<file path="src/rtl/gf180mcu_fd_sc_mcu9t5v0__clkdiv_prog_pkg.sv">
// Shared types and helpers for the programmable glitch-free clock divider.
// Ratio is 2*(div+1); the state encoding is common to RTL and bench.
package gf180mcu_fd_sc_mcu9t5v0__clkdiv_prog_pkg;

  localparam int CNT_W = 4;

  typedef enum logic [1:0] {
    IDLE = 2'd0,
    HIGH = 2'd1,
    LOW  = 2'd2
  } state_t;

  function automatic int ratio(input int div);
    return 2 * (div + 1);
  endfunction

endpackage

</file>
<file path="src/rtl/gf180mcu_fd_sc_mcu9t5v0__clkdiv_prog_sync2.sv">
// Two-flop synchronizer for the run request; adds 2 cycles of latency.
// Both flops clear on the asynchronous reset.
module gf180mcu_fd_sc_mcu9t5v0__clkdiv_prog_sync2 (
  input  logic i_clk,
  input  logic i_rst_n,
  input  logic i_d,
  output logic o_q
);

  logic [1:0] r_sync;

  always_ff @(posedge i_clk or negedge i_rst_n) begin
    if (!i_rst_n) begin
      r_sync <= 2'b00;
    end else begin
      r_sync <= {r_sync[0], i_d};
    end
  end

  assign o_q = r_sync[1];

endmodule

</file>
<file path="src/rtl/gf180mcu_fd_sc_mcu9t5v0__clkdiv_prog.sv">
// Programmable 50%-duty divider, Z registered; ratio changes via load/ack on period boundaries.
// Z rises 1 edge after EN is seen; CLKDIV_SYNC_EN adds a 2-flop EN synchronizer (+2 cycles).
module gf180mcu_fd_sc_mcu9t5v0__clkdiv_prog
  import gf180mcu_fd_sc_mcu9t5v0__clkdiv_prog_pkg::*;
#(
  parameter int           W       = CNT_W,
  parameter logic [W-1:0] DIV_RST = '0
) (
  input  logic         i_clk,
  input  logic         i_rst_n,
  input  logic         i_en,
  input  logic [W-1:0] i_div,
  input  logic         i_div_ld,
  output logic         o_div_ack,
  output logic         o_busy,
  output logic         o_z
);

  logic w_en;

`ifdef CLKDIV_SYNC_EN
  gf180mcu_fd_sc_mcu9t5v0__clkdiv_prog_sync2 u_en_sync (
    .i_clk   (i_clk),
    .i_rst_n (i_rst_n),
    .i_d     (i_en),
    .o_q     (w_en)
  );
`else
  assign w_en = i_en;
`endif

  state_t       r_state;
  logic [W-1:0] r_cnt;
  logic [W-1:0] r_active;
  logic [W-1:0] r_shadow;
  logic         r_pend;
  logic         r_z;
  logic         r_busy;
  logic         r_ack;

  logic w_cnt_end;
  logic w_apply;
  logic w_take;

  // Ratio updates only where no half-period is in flight, so HIGH and LOW always match.
  assign w_cnt_end = (r_cnt == r_active);
  assign w_apply   = (r_state == IDLE) || ((r_state == LOW) && w_cnt_end);
  assign w_take    = w_apply && (r_pend || i_div_ld);

  always_ff @(posedge i_clk or negedge i_rst_n) begin
    if (!i_rst_n) begin
      r_state  <= IDLE;
      r_cnt    <= '0;
      r_z      <= 1'b0;
      r_busy   <= 1'b0;
      r_ack    <= 1'b0;
      r_active <= DIV_RST;
      r_shadow <= DIV_RST;
      r_pend   <= 1'b0;
    end else begin
      r_ack <= 1'b0;
      if (i_div_ld) begin
        r_shadow <= i_div;
        r_pend   <= 1'b1;
      end
      if (w_take) begin
        r_active <= i_div_ld ? i_div : r_shadow;
        r_pend   <= 1'b0;
        r_ack    <= 1'b1;
      end

      case (r_state)
        IDLE: begin
          r_cnt <= '0;
          if (w_en) begin
            r_state <= HIGH;
            r_z     <= 1'b1;
            r_busy  <= 1'b1;
          end else begin
            r_z    <= 1'b0;
            r_busy <= 1'b0;
          end
        end
        HIGH: begin
          r_busy <= 1'b1;
          if (w_cnt_end) begin
            r_state <= LOW;
            r_z     <= 1'b0;
            r_cnt   <= '0;
          end else begin
            r_cnt <= r_cnt + 1'b1;
          end
        end
        LOW: begin
          if (w_cnt_end) begin
            r_cnt <= '0;
            if (w_en) begin
              r_state <= HIGH;
              r_z     <= 1'b1;
              r_busy  <= 1'b1;
            end else begin
              r_state <= IDLE;
              r_busy  <= 1'b0;
            end
          end else begin
            r_cnt <= r_cnt + 1'b1;
          end
        end
        default: begin
          r_state <= IDLE;
          r_cnt   <= '0;
          r_z     <= 1'b0;
          r_busy  <= 1'b0;
        end
      endcase
    end
  end

  assign o_z       = r_z;
  assign o_busy    = r_busy;
  assign o_div_ack = r_ack;

endmodule

</file>
<file path="config.mk">
export PLATFORM = sky130hd
export DESIGN_NAME = gf180mcu_fd_sc_mcu9t5v0__clkdiv_prog
export DESIGN_NICKNAME = d
export VERILOG_FILES = /design/src/rtl/gf180mcu_fd_sc_mcu9t5v0__clkdiv_prog_pkg.sv /design/src/rtl/gf180mcu_fd_sc_mcu9t5v0__clkdiv_prog_sync2.sv /design/src/rtl/gf180mcu_fd_sc_mcu9t5v0__clkdiv_prog.sv
export SDC_FILE = /design/constraint.sdc
export NUM_CORES = 1
export LEC_CHECK = 0
export BUFFER_PORTS_ARGS = -buffer_cell sky130_fd_sc_hd__buf_4
export CAP_MARGIN = 20
export CORE_MARGIN = 4
export CORE_UTILIZATION = 30
export CTS_BUF_LIST = sky130_fd_sc_hd__clkbuf_4 sky130_fd_sc_hd__clkbuf_8 sky130_fd_sc_hd__clkbuf_16
export CTS_CLUSTER_SIZE = 8
export DETAILED_ROUTE_END_ITERATION = 8
export GPL_TIMING_DRIVEN = 0
export PLACE_DENSITY = 0.48
export SLEW_MARGIN = 20
export SYNTH_ARGS = -nofsm -noshare
export SYNTH_HDL_FRONTEND = slang
export SYNTH_SLANG_ARGS = --single-unit
</file>
<file path="constraint.sdc">
create_clock -name i_clk -period 2.26 [get_ports i_clk]
set_clock_uncertainty 0.2 [all_clocks]
set_input_delay 0 -clock i_clk [delete_from_list [all_inputs] [get_ports i_clk]]
set_output_delay 0 -clock i_clk [all_outputs]
set_load 0.05 [all_outputs]
</file>
==> summary.txt <==
Row count = 20
Fmax = 0.511 GHz
Yosys warning total = 0
Share of the synthesized area in the top cell type = 0.478
Drt initial violations = 27
Ys async rst share = 1.00
Final hold vios = 0
# nets final = 120
TritonCTS Sinks = 18
Vias = 676
Detailed-placement wirelength estimate = 1.31 mm
DRC = 0
Reg clk slew, reported paths = 0.11 ns
Pint = 0.827 mW
Final non-filler cell area = 1190 um^2
Hold Crit Class = input port to register
Placed instance count = 137
Rel. slew slack = 0.452
Clock Power Share = 0.147
Worst Setup Path Type = register to register
Synth Area per Inst = 11.4 um^2
Max-cap viol count = 0
Initial core utilization = 0.311
Mapped Cells = 83
Static Leak = 0.516 nW
Overflow after GRT = 0
Setup TNS = 0 ns
Slowest stage delay, CP = 0.47 ns
Drt wl/cell = 12.2 um
Clk root buf = clkbuf_4
Setup crit start kind = register
Family with the most delay on the worst path = flip-flops
Vias in the first global route = 748
RD Place Congestion = 0.757
RSZ-0062 raised after global routing = false
Seq/Total Area, Yosys = 0.478
Commonest non-fill, non-tap cell in the layout = dfrtp_1
Worst Path Arrival = 1.95 ns
Total wire length = 1.82 mm
Combinational Power Share = 0.476
Switch share = 0.412
Crit end category = register
Post-DP Area = 1070 um^2
Skew-Pair Late Insertion Delay = 0.30 ns
Die area = 4100 um^2
Commonest non-fill, non-tap cells in the layout = dfrtp_1, buf_4, nor2_1, dlygate4sd3_1, ha_1
Critical-path cell list = inv_1 -> ha_1 -> clkbuf_1 -> nor2_1 -> o2bb2ai_2 -> mux2_4
Tot Pwr = 1.41 mW
Dominant cell type by area after synthesis = dfrtp_1
Finish-stage setup viols = 0
Largest net degree at the start of global routing = 19
CP max stage cell = dfrtp_1
Die Width = 64.0 um
Number of synthesized flops with an enable pin = 0
Post-CTS Setup Inserts = 0
Req. time, crit path = 2.26 ns
First-pass GRT wire length = 3.39 mm
Cts bufs inserted = 3
ANT cells = 0
Bufs on Longest Clock Path = 2
Die height = 64.0 um
Layout area overhead = 26.2%
Maximum level of the CTS H-tree = 1
Sw Pwr = 0.578 mW
Post-Syn Area = 942 um^2
Synth Net Count = 97
Total GRT Usage = 0.104
WP buf/inv = 2
Worst Path Max Fanout = 8
Fin crit period = 1.96 ns
Ranking of synthesized cells by area = dfrtp_1, ha_1, mux2_2
Main synth FF type = dfrtp_1
Initial antenna violation count = 0
PwrDens = 1180 nW/um^2
Finished Layout Cells = 149
Final Max Tran Viols = 0
Hold_ws = 0.281 ns
Final period util = 0.865
Via density = 4.54
CTS tree = done
FF+latch count, synth = 18
Buffers on Ports = 10
Seq pwr share = 0.377
VDD IR-drop max = 0.369 mV
Share of cells above drive strength 1 = 0.238
Worst-Margin Slew = 0.819 ns
Boundary Pins = 11
Area of the core = 3030 um^2
Post-DRT Antenna Nets = 0
Distinct cells, synth = 30
Outcome = complete, no violations
Pre-Repair DR Iteration Count = 2
## registers in the layout, summed over array words and instances, names as in the netlist
register	cells
r_cnt	4
r_state	2
r_active	4
r_pend	1
r_shadow	4
o_div_ack	1
o_busy	1
o_z	1
## power by group through the flow
| stage | sequential, mW | clock [mW] | combinational [mW] |
|---|---|---|---|
| after floorplan | 0.600 | 0 | 0.441 |
| after global placement | 0.535 | 0 | 0.654 |
| after detailed placement | 0.537 | 0 | 0.670 |
| after CTS | 0.531 | 0.215 | 0.681 |
| after global routing | 0.551 | 0.230 | 0.744 |
| final | 0.529 | 0.207 | 0.669 |
## kinds of logic (layout without fill, tap and decap cells)
logic type,count (synthesis),in the layout,share of synthesized area
AO/OA/AOI/OAI,17,17,0.155
XOR/XNOR,6,6,0.0558
adder cells (fa/ha/maj),6,6,0.0797
buffers and inverters,6,28,0.0279
flip-flops,18,18,0.478
multiplexers,5,5,0.0637
AND/OR/NAND/NOR,25,25,0.139
## per-layer routing
layer / vias up / global-route usage / share of wire
met4: 0 / 0.00809 / 0.0033
met1: 317 / 0.127 / 0.48
met5: - / 0 / 0
met2: 12 / 0.178 / 0.47
met3: 2 / 0.0422 / 0.045
li1: 345 / - / -
## final cells by class
class | instances | area [um^2]
clock buffer | 4 | 36.3
inverter | 3 | 11.3
fill | 312 | 1840
sequential | 18 | 450
multi-input combinational | 59 | 465
buffer | 3 | 15.0
tap | 44 | 55.1
timing repair buffer | 18 | 155
## cell usage after synthesis, types with 2 or more instances
master and count:
nor2_1 8, xnor2_1 5, nand3_1 2, ha_1 6, dfrtp_1 18, nand3b_1 4, inv_1 3, nand2_1 5
o211ai_1 4, a22oi_1 4, mux2_2 4, clkbuf_1 2
## stage by stage
stage | setup slack (ns) | util
floorplan | 0.518 | -
global placement | 0.335 | 0.354
detailed placement | 0.334 | 0.354
CTS | 0.309 | 0.393
global route | 0.195 | 0.393
finish | 0.305 | 0.393
## worst paths after layout
check	end	from	cells past startpoint	slack [ns]
setup reg to reg	r_state[1]	r_state[0]	6	0.30
min in group asynchronous	r_cnt[0]	i_rst_n	3	0.66
hold reg to reg	r_shadow[2]	r_shadow[2]	1	0.32
max in group asynchronous	r_shadow[2]	i_rst_n	3	0.70
hold / removal	r_shadow[1]	i_div[1]	3	0.28
setup / recovery	r_state[1]	r_state[0]	6	0.30
## worst min-delay path, delay by kind of cell
family,cells,cell delay (ns)
buffers and inverters,2,0.62
muxes,1,0.13
## timing repair
item,CTS,global route
gates resized for setup,0,0
endpoints found under the hold margin,27,0
hold buffers,8,0
(Power assumes the default switching activity.)
